===== src/rtl/tpc_warp_dispatch_pkg.sv =====
// Shared definitions for the TPC warp dispatcher: SM count, counter width and the
// 2-bit dispatcher state encoding.
`ifndef DEPTH_WARP
`define DEPTH_WARP 5
`endif
`ifndef NUM_SM
`define NUM_SM 4
`endif
`ifndef TPC_CNT_WIDTH
`define TPC_CNT_WIDTH 16
`endif

package tpc_warp_dispatch_pkg;

  localparam int unsigned TPC_NUM_SM     = `NUM_SM;
  localparam int unsigned TPC_CNT_WIDTH  = `TPC_CNT_WIDTH;
  localparam int unsigned TPC_DEPTH_WARP = `DEPTH_WARP;

  typedef logic [1:0] tpc_state_t;

  localparam tpc_state_t TPC_ST_IDLE     = 2'd0;
  localparam tpc_state_t TPC_ST_DISPATCH = 2'd1;
  localparam tpc_state_t TPC_ST_DRAIN    = 2'd2;
  localparam tpc_state_t TPC_ST_DONE     = 2'd3;

endpackage


===== src/rtl/tpc_rr_pick.sv =====
// Round-robin picker: grants the first requester at or after the pointer, with wrap-around.
// The pointer moves past the granted index only when the grant is consumed.
module tpc_rr_pick #(
  parameter int unsigned NUM_SM = 4
) (
  input  logic                clk,
  input  logic                rst_n,
  input  logic [NUM_SM-1:0]   req,
  input  logic                fire,
  output logic [NUM_SM-1:0]   grant,
  output logic [(NUM_SM > 1 ? $clog2(NUM_SM) : 1)-1:0] idx
);

  localparam int unsigned IdxW = (NUM_SM > 1) ? $clog2(NUM_SM) : 1;

  logic [IdxW-1:0] ptr_q, ptr_d;
  logic [IdxW-1:0] cand;
  logic            found;

  always_comb begin
    grant = '0;
    idx   = '0;
    found = 1'b0;
    cand  = '0;
    for (int i = 0; i < NUM_SM; i++) begin
      cand = IdxW'((int'(ptr_q) + i) % int'(NUM_SM));
      if (!found && req[cand]) begin
        found       = 1'b1;
        grant[cand] = 1'b1;
        idx         = cand;
      end
    end
  end

  always_comb begin
    ptr_d = ptr_q;
    if (fire) begin
      ptr_d = (idx == IdxW'(NUM_SM - 1)) ? '0 : idx + 1'b1;
    end
  end

  always_ff @(posedge clk or negedge rst_n) begin
    if (!rst_n) begin
      ptr_q <= '0;
    end else begin
      ptr_q <= ptr_d;
    end
  end

endmodule


===== src/rtl/tpc_warp_dispatch.sv =====
// TPC-side warp dispatcher: accepts one kernel, issues its warps round-robin to the SM cores
// and pulses kernel_done_o once every issued warp has reported completion.
`ifndef DEPTH_WARP
`define DEPTH_WARP 5
`endif

module tpc_warp_dispatch
  import tpc_warp_dispatch_pkg::*;
#(
  parameter int unsigned NUM_SM    = TPC_NUM_SM,
  parameter int unsigned CNT_WIDTH = TPC_CNT_WIDTH
) (
  input  logic                           clk,
  input  logic                           rst_n,
  input  logic                           kernel_valid_i,
  output logic                           kernel_ready_o,
  input  logic [CNT_WIDTH-1:0]           kernel_num_warp_i,
  output logic                           kernel_done_o,
  output logic                           busy_o,
  output logic [NUM_SM-1:0]              sm_req_valid_o,
  input  logic [NUM_SM-1:0]              sm_req_ready_i,
  input  logic [NUM_SM-1:0]              sm_rsp_valid_i,
  output logic [NUM_SM-1:0]              sm_rsp_ready_o,
  input  logic [NUM_SM*`DEPTH_WARP-1:0]  sm_rsp_wid_i,
  output logic [CNT_WIDTH-1:0]           issued_cnt_o,
  output logic [CNT_WIDTH-1:0]           done_cnt_o
);

  localparam int unsigned IdxW = (NUM_SM > 1) ? $clog2(NUM_SM) : 1;

  tpc_state_t           state_q, state_d;
  logic [CNT_WIDTH-1:0] num_warp_q, num_warp_d;
  logic [CNT_WIDTH-1:0] issued_q, issued_d;
  logic [CNT_WIDTH-1:0] done_q, done_d;

  logic [NUM_SM-1:0]    pick_req;
  logic [NUM_SM-1:0]    grant;
  logic [IdxW-1:0]      unused_pick_idx;
  logic                 issue_fire;
  logic                 in_flight;
  logic [NUM_SM-1:0]    rsp_fire;
  logic [CNT_WIDTH:0]   rsp_cnt;
  logic [CNT_WIDTH:0]   done_sum;
  logic [CNT_WIDTH-1:0] issued_inc;
  logic [CNT_WIDTH-1:0] done_clamp;
  logic                 unused_rsp_wid;

  // Completed warp ids are trace-only; they never influence counting.
  assign unused_rsp_wid = ^sm_rsp_wid_i;

  assign in_flight = (state_q == TPC_ST_DISPATCH) || (state_q == TPC_ST_DRAIN);
  assign pick_req  = (state_q == TPC_ST_DISPATCH) ? sm_req_ready_i : '0;

  tpc_rr_pick #(
    .NUM_SM (NUM_SM)
  ) u_rr_pick (
    .clk   (clk),
    .rst_n (rst_n),
    .req   (pick_req),
    .fire  (issue_fire),
    .grant (grant),
    .idx   (unused_pick_idx)
  );

  assign sm_req_valid_o = grant;
  assign issue_fire     = |(grant & sm_req_ready_i);
  assign sm_rsp_ready_o = {NUM_SM{in_flight}};
  assign rsp_fire       = sm_rsp_valid_i & sm_rsp_ready_o;

  always_comb begin
    rsp_cnt = '0;
    for (int i = 0; i < NUM_SM; i++) begin
      rsp_cnt = rsp_cnt + (CNT_WIDTH + 1)'(rsp_fire[i]);
    end
  end

  // Completions beyond what has been issued (this cycle's issue included) are dropped.
  assign issued_inc = issued_q + CNT_WIDTH'(issue_fire);
  assign done_sum   = {1'b0, done_q} + rsp_cnt;
  assign done_clamp = (done_sum > {1'b0, issued_inc}) ? issued_inc : done_sum[CNT_WIDTH-1:0];

  always_comb begin
    state_d    = state_q;
    num_warp_d = num_warp_q;
    issued_d   = issued_q;
    done_d     = done_q;
    case (state_q)
      TPC_ST_IDLE: begin
        if (kernel_valid_i) begin
          num_warp_d = kernel_num_warp_i;
          issued_d   = '0;
          done_d     = '0;
          state_d    = (kernel_num_warp_i == '0) ? TPC_ST_DONE : TPC_ST_DISPATCH;
        end
      end
      TPC_ST_DISPATCH: begin
        issued_d = issued_inc;
        done_d   = done_clamp;
        if (issue_fire && (issued_inc == num_warp_q)) begin
          state_d = (done_clamp == num_warp_q) ? TPC_ST_DONE : TPC_ST_DRAIN;
        end
      end
      TPC_ST_DRAIN: begin
        done_d = done_clamp;
        if (done_clamp == num_warp_q) begin
          state_d = TPC_ST_DONE;
        end
      end
      default: begin
        state_d = TPC_ST_IDLE;
      end
    endcase
  end

  always_ff @(posedge clk or negedge rst_n) begin
    if (!rst_n) begin
      state_q    <= TPC_ST_IDLE;
      num_warp_q <= '0;
      issued_q   <= '0;
      done_q     <= '0;
    end else begin
      state_q    <= state_d;
      num_warp_q <= num_warp_d;
      issued_q   <= issued_d;
      done_q     <= done_d;
    end
  end

  assign kernel_ready_o = (state_q == TPC_ST_IDLE);
  assign busy_o         = (state_q != TPC_ST_IDLE);
  assign kernel_done_o  = (state_q == TPC_ST_DONE);
  assign issued_cnt_o   = issued_q;
  assign done_cnt_o     = done_q;

endmodule


===== config.mk =====
export PLATFORM = sky130hd
export DESIGN_NAME = tpc_warp_dispatch
export DESIGN_NICKNAME = d
export VERILOG_FILES = /design/src/rtl/tpc_warp_dispatch_pkg.sv /design/src/rtl/tpc_rr_pick.sv /design/src/rtl/tpc_warp_dispatch.sv
export SDC_FILE = /design/constraint.sdc
export NUM_CORES = 1
export LEC_CHECK = 0
export ABC_AREA = 1
export CORE_UTILIZATION = 45
export CTS_CLUSTER_DIAMETER = 40
export DETAILED_ROUTE_END_ITERATION = 6
export PLACE_DENSITY = 0.76
export SYNTH_ARGS = -nofsm -noshare
export SYNTH_HDL_FRONTEND = slang
export SYNTH_SLANG_ARGS = --single-unit

===== constraint.sdc =====
create_clock -name clk -period 6.4 [get_ports clk]
set_input_delay 1.28 -clock clk [delete_from_list [all_inputs] [get_ports clk]]
set_output_delay 1.28 -clock clk [all_outputs]
set_load 0.03 [all_outputs]

==> out/summary.txt <==
result of the run = finished, final reports clean
Mapped Nets = 824
top-level I/O count = 90
via density per instance = 5.33
CTS hold repair buffers = 0
worst flop-to-flop path startpoint = state_q[1]$_DFFE_PN0P_
routability cong. = 0.968
Core Region = 10300 µm²
overall fraction of global-route tracks in use = 25.4%
setup slack of the critical path after layout = 0.212 ns
Worst Clk Skew = 0.0111 ns
Placed Cells = 1007
number of cells on the worst hold path = 2
post-placement worst setup slack = -0.0810 ns
post-route clock period utilization = 96.7%
initial antenna violation count = 0
total number of yosys warnings = 0
maximum count of clock buffers along a single path = 2
global-route wire length before repair = 22200 µm
Synth Cell Area = 4800 µm²
number of global-route vias before repair = 4693
library cell contributing the largest single delay on the critical path = sky130_fd_sc_hd__clkdlybuf4s50_1
relative slew slack = 54.9%
total CTS buffers = 5
count of pins over their slew limit = 0
delay contributed by the slowest stage of the critical path = 0.42 ns
critical path data arrival time = 6.41 ns
Clock transition at path regs = 0.10 ns
number of I/O port buffers = 69
fraction of registers with async set or reset after synthesis = 100%
kind of critical path = in2reg
top area cells in the synthesized netlist = sky130_fd_sc_hd__dfrtp_1 27%, sky130_fd_sc_hd__nand2_1 18%, sky130_fd_sc_hd__inv_1 8.8%
ANT cells = 0
Reg2Reg Depth = 44
die area = 11100 µm²
leading cell type in the layout, fill and taps excluded = sky130_fd_sc_hd__nand2_1
worst hold-check path type = reg2reg
Final Net Count = 972
Initial Util = 46.5%
number of clock sinks seen by CTS = 52
first-pass iteration count of the detailed router = 5
Post-Syn Area per Cell = 6.45 µm²
library cells used by synthesis = 38
Synth Instances = 744
number of standard-cell rows in the floorplan = 37
TritonCTS clock tree = done
prevailing post-synth register cell = sky130_fd_sc_hd__dfrtp_1
top cell type's share of synthesized area = 27.1%
utilization after layout = 64.1%
pin count of the biggest net entering global routing = 53
Worst setup SP type = input pin
most common cell type on the critical path = sky130_fd_sc_hd__nand2_1
drt first-iter violations = 503
DR WL/cell = 14.8 µm
number of register bits inferred by synthesis = 52
time the worst path needs with I/O delays and setup = 6.19 ns
Setup Viol. Count Final = 0
final count of hold timing violations = 0
Die Y-Extent = 105 µm
sequential-to-total area share from yosys stat = 27.1%
Crit. End Element = register
reg-to-reg critical path endpoint = state_q[0]$_DFFE_PN0P_
synthesis-to-layout area growth = 37.9%
max-cap violations = 0
total global routing overflow = 0
maximum level of the CTS H-tree = 2
worst hold-check slack = 0.555 ns
post-route antenna net violation count = 0
clock tree root driver cell = sky130_fd_sc_hd__clkbuf_8
total routed wirelength = 15200 µm
slack of the worst reg-to-reg path = 0.69 ns
clock insertion delay at the later pin of the skew report = 0.32 ns
Post-synth EDFFs = 0
Critical Path Source = sm_req_ready_i[2]
CP required = 6.62 ns
estimated wirelength of the detail-placed design = 11100 µm
layout cell share with drive strength beyond 1 = 17.7%
final instance count without filler cells = 1029
Worst-Margin Slew = 0.675 ns
highest achievable clock rate = 162 MHz
library cell with the largest summed area after synthesis = sky130_fd_sc_hd__dfrtp_1
total number of vias = 5480
Setup crit end = state_q[0]$_DFFE_PN0P_
critical path fanouts, max = 6
horizontal extent of the die = 105 µm
leading cell types in the layout, fill and taps excluded = 218 x sky130_fd_sc_hd__nand2_1, 109 x sky130_fd_sc_hd__inv_1, 82 x sky130_fd_sc_hd__buf_4, 67 x sky130_fd_sc_hd__clkdlybuf4s50_1, 66 x sky130_fd_sc_hd__nor2_1
Residual DRC = 0
synth_stat cells (4+ instances only):
library cell,count
sky130_fd_sc_hd__ha_1,30
sky130_fd_sc_hd__clkbuf_1,7
sky130_fd_sc_hd__nand4_1,9
sky130_fd_sc_hd__nor4_1,4
sky130_fd_sc_hd__buf_4,6
sky130_fd_sc_hd__xor2_1,27
sky130_fd_sc_hd__nand3_1,66
sky130_fd_sc_hd__o22ai_1,26
sky130_fd_sc_hd__nand2_1,227
sky130_fd_sc_hd__a21oi_1,18
sky130_fd_sc_hd__nor3_1,12
sky130_fd_sc_hd__dfrtp_1,52
sky130_fd_sc_hd__o21ai_0,31
sky130_fd_sc_hd__nand2_2,7
sky130_fd_sc_hd__inv_1,112
sky130_fd_sc_hd__o21ai_1,6
sky130_fd_sc_hd__nor2_1,71
critical path: cells and delay by family:
kind	cells	cell delay (ns)
AND/OR/NAND/NOR	27	2.68
adder cells (fa/ha/maj)	3	0.62
AO/OA/AOI/OAI	2	0.39
buffers and inverters	9	1.21
XOR/XNOR	1	0.22
state kept, by name (all words and copies together), names as in the netlist:
register	count
num_warp_q	16
u_rr_pick.ptr_q	2
done_cnt_o	16
state_q	2
issued_cnt_o	16
how the worst min path moves through the flow:
stage,endpoint,start,slack (ns)
finish,state_q[0]$_DFFE_PN0P_,state_q[0]$_DFFE_PN0P_,0.55
global placement,state_q[0]$_DFFE_PN0P_,state_q[0]$_DFFE_PN0P_,0.52
CTS,state_q[0]$_DFFE_PN0P_,state_q[0]$_DFFE_PN0P_,0.56
global route,num_warp_q[11]$_DFFE_PN0P_,num_warp_q[11]$_DFFE_PN0P_,0.60
detailed placement,state_q[0]$_DFFE_PN0P_,state_q[0]$_DFFE_PN0P_,0.53
floorplan,num_warp_q[11]$_DFFE_PN0P_,num_warp_q[11]$_DFFE_PN0P_,0.47
per-layer routing:
layer	vias up	wire (µm)	GRT usage, %
li1	2675	-	-
met1	2458	6330	34.4
met2	286	6940	41.0
met3	61	1260	2.97
met4	0	649	10.6
met5	-	0	0
kinds of logic (layout without fill, tap and decap cells):
logic type	count (synthesis)	count (layout)	share of synthesized area, %
muxes	1	1	0.235
xor gates and xnor gates	29	29	5.29
DFF	52	52	27.1
and+or+nand+nor	409	411	36.6
AOI/OAI and AO/OA	87	87	10.2
adders and majority gates	33	33	9.08
buffers and inverters	133	280	11.4
metrics by stage:
step	TNS [ns]	cell area (µm²)
after floorplan	0	4800
after global placement	-0.0420	6110
after detailed placement	-0.133	6110
after CTS	0	6220
after global routing	-0.347	6620
final	0	6620
repair_timing:
item | CTS | global route
resized for setup | 0 | 54
endpoints found under the setup margin | 0 | 2
setup buffers | 0 | 9
final cells by class:
type                       count  area, µm²
clock inverter                 2       35.0
multi-input combinational    561       3160
timing repair buffer         159       1460
clock buffer                   6       72.6
fill                         894       3710
tap                          136        170
sequential                    52       1300
inverter                     113        424
Power is left out: the tool's default activity adds up to more than one toggle a clock period on the data nets, which glitch-free logic cannot reach.
